**config.mk**
```make
export PLATFORM = sky130hd
export DESIGN_NAME = instruction_cache
export DESIGN_NICKNAME = d
export VERILOG_FILES = /design/src/rtl/icache_pkg.sv /design/src/rtl/icache_line_store.sv /design/src/rtl/instruction_cache.sv
export SDC_FILE = /design/constraint.sdc
export NUM_CORES = 2
export LEC_CHECK = 0
export CAP_MARGIN = 20
export CORE_MARGIN = 3
export CORE_UTILIZATION = 60
export CTS_CLUSTER_DIAMETER = 40
export DETAILED_ROUTE_END_ITERATION = 6
export PLACE_DENSITY = 0.86
export SLEW_MARGIN = 30
export SYNTH_ARGS = -nofsm -noshare
export SYNTH_HDL_FRONTEND = slang
export SYNTH_SLANG_ARGS = --single-unit
```
**constraint.sdc**
```tcl
create_clock -name clk_i -period 6.15 [get_ports clk_i]
set_clock_uncertainty 0.15 [all_clocks]
set_input_delay 0.9225 -clock clk_i [delete_from_list [all_inputs] [get_ports clk_i]]
set_output_delay 0.9225 -clock clk_i [all_outputs]
set_load 0.005 [all_outputs]
```
**src/rtl/icache_pkg.sv**
```systemverilog
// Shared types, constants and width helpers for the direct-mapped instruction cache.
package icache_pkg;

    localparam logic [31:0] INSTRUCTION_NOP = 32'h0000_0013;

    typedef enum logic [1:0] {
        IDLE,
        REQUEST,
        WAIT
    } icache_state_e;

    function automatic int unsigned offset_width(input int unsigned words_per_line);
        return $clog2(words_per_line);
    endfunction

    function automatic int unsigned index_width(input int unsigned line_count);
        return $clog2(line_count);
    endfunction

    function automatic int unsigned tag_width(input int unsigned line_count,
                                              input int unsigned words_per_line);
        return 30 - offset_width(words_per_line) - index_width(line_count);
    endfunction

endpackage

```
**src/rtl/icache_line_store.sv**
```systemverilog
// Valid, tag and data arrays: one combinational read port, one word write port,
// a line commit that sets valid and tag, and a clear-all of the valid bits.
module icache_line_store
    import icache_pkg::*;
#(
    parameter int unsigned LineCount    = 16,
    parameter int unsigned WordsPerLine = 4,
    localparam int unsigned OffW = offset_width(WordsPerLine),
    localparam int unsigned IdxW = index_width(LineCount),
    localparam int unsigned TagW = tag_width(LineCount, WordsPerLine)
) (
    input  logic            clk,
    input  logic            rst,
    input  logic [IdxW-1:0] rd_index,
    input  logic [OffW-1:0] rd_offset,
    output logic            rd_valid,
    output logic [TagW-1:0] rd_tag,
    output logic [31:0]     rd_data,
    input  logic            wr_en,
    input  logic [IdxW-1:0] wr_index,
    input  logic [OffW-1:0] wr_offset,
    input  logic [31:0]     wr_data,
    input  logic            commit,
    input  logic [TagW-1:0] commit_tag,
    input  logic            clear_all
);

    logic [LineCount-1:0] valid_q;
    logic [TagW-1:0]      tag_q  [LineCount];
    logic [31:0]          data_q [LineCount*WordsPerLine];

    // Clear wins over commit so a refill racing an invalidate leaves the line invalid.
    always_ff @(posedge clk) begin
        if (rst || clear_all) begin
            valid_q <= '0;
        end else if (commit) begin
            valid_q[wr_index] <= 1'b1;
        end
    end

    always_ff @(posedge clk) begin
        if (commit) begin
            tag_q[wr_index] <= commit_tag;
        end
        if (wr_en) begin
            data_q[{wr_index, wr_offset}] <= wr_data;
        end
    end

    assign rd_valid = valid_q[rd_index];
    assign rd_tag   = tag_q[rd_index];
    assign rd_data  = data_q[{rd_index, rd_offset}];

endmodule

```
**src/rtl/instruction_cache.sv**
```systemverilog
// Direct-mapped read-only instruction cache: combinational hit path, in-order
// single-outstanding line refill, and deferred invalidate during a refill.
module instruction_cache
    import icache_pkg::*;
#(
    parameter int unsigned LineCount    = 16,
    parameter int unsigned WordsPerLine = 4
) (
    input  logic        clk_i,
    input  logic        rst_i,
    input  logic [31:0] read_address_i,
    output logic [31:0] read_data_o,
    output logic        read_valid_o,
    input  logic        invalidate_i,
    output logic        mem_req_valid_o,
    input  logic        mem_req_ready_i,
    output logic [31:0] mem_req_address_o,
    input  logic        mem_resp_valid_i,
    input  logic [31:0] mem_resp_data_i
);

    localparam int unsigned OffW = offset_width(WordsPerLine);
    localparam int unsigned IdxW = index_width(LineCount);
    localparam int unsigned TagW = tag_width(LineCount, WordsPerLine);

    icache_state_e   state_q, state_d;
    logic [OffW-1:0] count_q, count_d;
    logic [31:0]     base_q, base_d;
    logic            pending_q, pending_d;

    logic            rd_valid;
    logic [TagW-1:0] rd_tag;
    logic [31:0]     rd_data;
    logic            wr_en, commit, clear_all, hit, last_word;
    logic            unused_addr_bits;

    assign unused_addr_bits = ^read_address_i[1:0];

    icache_line_store #(
        .LineCount    (LineCount),
        .WordsPerLine (WordsPerLine)
    ) u_store (
        .clk        (clk_i),
        .rst        (rst_i),
        .rd_index   (read_address_i[2+OffW +: IdxW]),
        .rd_offset  (read_address_i[2 +: OffW]),
        .rd_valid   (rd_valid),
        .rd_tag     (rd_tag),
        .rd_data    (rd_data),
        .wr_en      (wr_en),
        .wr_index   (base_q[2+OffW +: IdxW]),
        .wr_offset  (count_q),
        .wr_data    (mem_resp_data_i),
        .commit     (commit),
        .commit_tag (base_q[31 -: TagW]),
        .clear_all  (clear_all)
    );

    assign hit          = (state_q == IDLE) && rd_valid && (rd_tag == read_address_i[31 -: TagW]);
    assign read_valid_o = hit;
    assign read_data_o  = hit ? rd_data : INSTRUCTION_NOP;
    assign last_word    = (count_q == OffW'(WordsPerLine - 1));

    always_comb begin
        state_d           = state_q;
        count_d           = count_q;
        base_d            = base_q;
        pending_d         = pending_q;
        wr_en             = 1'b0;
        commit            = 1'b0;
        clear_all         = 1'b0;
        mem_req_valid_o   = 1'b0;
        mem_req_address_o = '0;
        unique case (state_q)
            IDLE: begin
                clear_all = invalidate_i;
                if (!hit) begin
                    base_d  = {read_address_i[31:OffW+2], {(OffW + 2){1'b0}}};
                    count_d = '0;
                    state_d = REQUEST;
                end
            end
            REQUEST: begin
                mem_req_valid_o   = 1'b1;
                mem_req_address_o = base_q + 32'({count_q, 2'b00});
                pending_d         = pending_q | invalidate_i;
                if (mem_req_ready_i) begin
                    state_d = WAIT;
                end
            end
            WAIT: begin
                pending_d = pending_q | invalidate_i;
                if (mem_resp_valid_i) begin
                    wr_en = 1'b1;
                    if (last_word) begin
                        // An invalidate seen at any point during the refill discards the new line.
                        if (pending_q || invalidate_i) begin
                            clear_all = 1'b1;
                        end else begin
                            commit = 1'b1;
                        end
                        pending_d = 1'b0;
                        state_d   = IDLE;
                    end else begin
                        count_d = count_q + 1'b1;
                        state_d = REQUEST;
                    end
                end
            end
            default: state_d = IDLE;
        endcase
    end

    always_ff @(posedge clk_i) begin
        if (rst_i) begin
            state_q   <= IDLE;
            count_q   <= '0;
            base_q    <= '0;
            pending_q <= 1'b0;
        end else begin
            state_q   <= state_d;
            count_q   <= count_d;
            base_q    <= base_d;
            pending_q <= pending_d;
        end
    end

endmodule

```
==> results.py <==
metrics = {
    "status": {
        "status": "complete, but fails checks",
        "violations": "DRC",
    },
    "detailed_routing": {
        "post-route-drc-count": 2,
        "vias": 53500,
        "wl_per_cell_um": 45.2,
        "firstDrtPassIters": 7,
        "wl_um": 312000,
        "dr_wl_met2_um": 148000,
        "wl_met3_um": 42900,
        "highest_layer": "met5",
        "vias_per_cell": 7.74,
        "route.antenna.remaining_nets": 0,
        "m1WireLength_um": 91800,
        "drt-initial-drc-count": 10100,
    },
    "critical_path": {
        "crit_path_end_kind": "primary output",
        "crit_type": "in -> out",
        "cp_data_arrival_time_ps": 5060,
        "crit_fanout": 33,
        "critPathRequiredTime_ps": 5080,
        "regToRegSetupSlack_ps": 1880,
        "cp-start-kind": "primary input",
    },
    "sta": {
        "setup_viol": 0,
        "worst_pin_slew_ps": 1080,
        "finalMaxSlewViolations": 0,
        "rsz0062_at_grt": "no",
        "max_freq_mhz": 163,
        "tns_ps": 0,
        "relSlewSlack_pct": 28.2,
        "min_period_over_period_pct": 99.7,
        "hold_viol": 0,
        "period_needed_ps": 6130,
    },
    "logic_synthesis": {
        "syn_area_per_cell_um2": 23.2,
        "yosys_warnings": 0,
        "netlist_top_cells_area": "edfxtp_1, mux4_2, dfxtp_1, clkbuf_1, mux2i_1",
        "ys.flop_type": "edfxtp_1",
        "synth_top_area_share_pct": 75.7,
        "synth_top_area_cell": "edfxtp_1",
        "ys_seq_area_share_pct": 76.7,
        "synth_edf_count": 2432,
        "synth_area_um2": 96500,
        "syn_inst": 4164,
        "synthArstFlopShare_pct": 0,
        "ys_types": 63,
        "synth_seq_cells": 2481,
    },
    "global_route": {
        "grt_overflow": 0,
        "grt_max_degree": 105,
        "grt_antenna_before_repair": 16,
        "grt_usage_pct": 37.5,
        "grt_pass1_vias": 52800,
        "grt_pass1_wl_um": 423000,
    },
    "floorplan": {
        "die_h_um": 407,
        "num_rows": 146,
        "start_util_pct": 60.6,
        "fp.dieArea_um2": 166000,
        "core_area_um2": 159000,
        "io_pins": 135,
        "dieWidth_um": 407,
    },
    "clock_network": {
        "cts-root-buf": "clkbuf_16",
        "clk_pin_slew_ps": 70,
        "htree_levels": 5,
        "cts_hold_buffers": 0,
        "cts_tree": "built",
        "numCtsBuffers": 290,
        "clk_latency_ps": 940,
        "clk_path_buf_depth": 4,
        "clkSinkCount": 2481,
    },
    "cells_and_area": {
        "nFillCells": 8246,
        "syn_to_final_growth_pct": 15.8,
        "fin_nets": 4620,
        "multi_input_area_um2": 22000,
        "seqCellArea_um2": 74000,
        "drive_gt1_share_pct": 32.7,
    },
    "placement": {
        "numPortBuffers": 130,
        "gp_congestion": 0.832,
        "post-dp-hpwl_um": 154000,
    },
    "power_and_ir_drop": {
        "finalPower_uw": 38700,
        "leakagePower_uw": 0.0352,
        "powerDensity_nw_per_um2": 347,
        "ir_worst_vdd_v": 0.000444,
    },
    "hold_path": {
        "worstHoldPathType": "in -> reg",
    },
    "run": {
        "maxCapViolCount": 0,
    },
}
-- sequential cells by signal, indices dropped and copies added, names as in the netlist --
name / cells
state_q: 2
u_store.tag_q: 384
count_q: 2
u_store.data_q: 2048
base_q: 28
pending_q: 1
u_store.valid_q: 16
-- synthesized netlist by cell type (3+ instances only) --
cell,n
nor2b_1,36
edfxtp_1,2432
and2_1,32
and3_1,41
ha_1,5
nor4_1,8
nor2_1,92
nand2_1,91
a211oi_1,15
a22oi_1,3
dfxtp_1,49
nand4_1,3
buf_2,46
inv_1,8
a211o_1,3
or2_1,3
nand2b_1,9
a32oi_1,4
a2111oi_0,3
a311oi_2,8
a2bb2oi_1,3
nand3_1,41
o21ai_0,6
or2_2,5
nor3_1,12
clkbuf_1,152
a31oi_1,7
mux2i_1,45
buf_4,9
buf_6,12
buf_1,22
mux4_2,751
xor2_1,14
or4b_1,28
o21a_1,16
a21oi_1,40
mux2_2,12
xnor2_1,16
o22ai_1,5
nor3b_1,34
a211oi_2,7
nand3b_1,5
or3_1,4
-- cell families after synthesis --
family	Yosys count	synth area share [%]
muxes	808	18.1
AOI/OAI and AO/OA	133	1.03
DFF	2481	76.7
other	1	0.00389
buffers and inverters	250	1.16
and+or+nand+nor	456	2.62
xor gates and xnor gates	30	0.272
adders and majority gates	5	0.0648
-- what timing repair did --
action / 4_1_cts / 5_1_grt
gates resized for setup: 0 / 3
setup buffers: 0 / 1
setup endpoints to repair: 0 / 6
-- final cells by class --
type                       instances  area share (%)
sequential                      2481            66.3
antenna                           15          0.0336
clock inverter                   164            1.58
timing repair buffer             330            3.24
tap                             2146            2.40
inverter                           9          0.0347
multi-input combinational       1434            19.7
clock buffer                     334            6.80
-- final timing paths --
kind                                     startpoint  cells past startpoint               endpoint
worst min-delay path            mem_resp_data_i[18]                      2  u_store.data_q[9][18]
worst min register to register   u_store.valid_q[9]                      1     u_store.valid_q[9]
worst max-delay path              read_address_i[5]                     13         read_data_o[3]
worst max register to register           state_q[0]                      7  u_store.data_q[41][4]
-- layer usage --
layer	vias to the layer above	GRT usage (%)
li1	18600	-
met1	27000	46.7
met2	6327	59.1
met3	1574	9.35
met4	6	25.4
met5	-	0
-- where the power goes --
| group | internal [uW] | total (uW) | switching, uW |
|---|---|---|---|
| sequential | 18800 | 19100 | 293 |
| combinational | 859 | 2200 | 1340 |
| clock | 10100 | 17400 | 7380 |
| total | 29700 | 38700 | 9010 |
-- cell usage in the layout, fill, tap and decap left out, drive strengths merged, types with 8 or more instances in the layout --
cell type and n:
edfxtp 2432, mux4 751, clkbuf 334, buf 239, nor2 92, clkdlybuf4s50 91, nand2 91, clkinv 85
dfxtp 49, inv 49, mux2i 45, nand3 42, and3 41, a21oi 40, nor2b 36, nor3b 34
and2 32, or4b 28, bufinv 26, a211oi 22, o21a 16, xnor2 16, diode 15, xor2 14
clkinvlp 13, nor3 13, mux2 12, nand2b 9, nor4 8, a311oi 8, or2 8
-- metrics by stage --
step | hold slack [ps] | worst slack [ps] | utilization (%) | cells | area, um2
after CTS | 265 | 18.7 | 69.9 | 6885 | 111000
after global routing | 292 | 5.78 | 70.2 | 6902 | 112000
final | 307 | 20.4 | 70.2 | 6913 | 112000
after global placement | 292 | 369 | 63.8 | 6370 | 101000
after detailed placement | 300 | 198 | 64.0 | 6387 | 102000
after floorplan | 285 | 1430 | - | 4165 | 96500
-- critical path, cell delays in order --
cell	delay, ps
buf_6	340
buf_4	450
mux4_2	410
mux2i_1	200
mux2i_1	140
xnor2_1	390
nand4b_1	190
nor4b_2	390
buf_4	210
nand3_2	140
buf_12	240
a311oi_2	340
clkdlybuf4s50_1	610
Note: power is estimated with default switching activity, not from simulation.
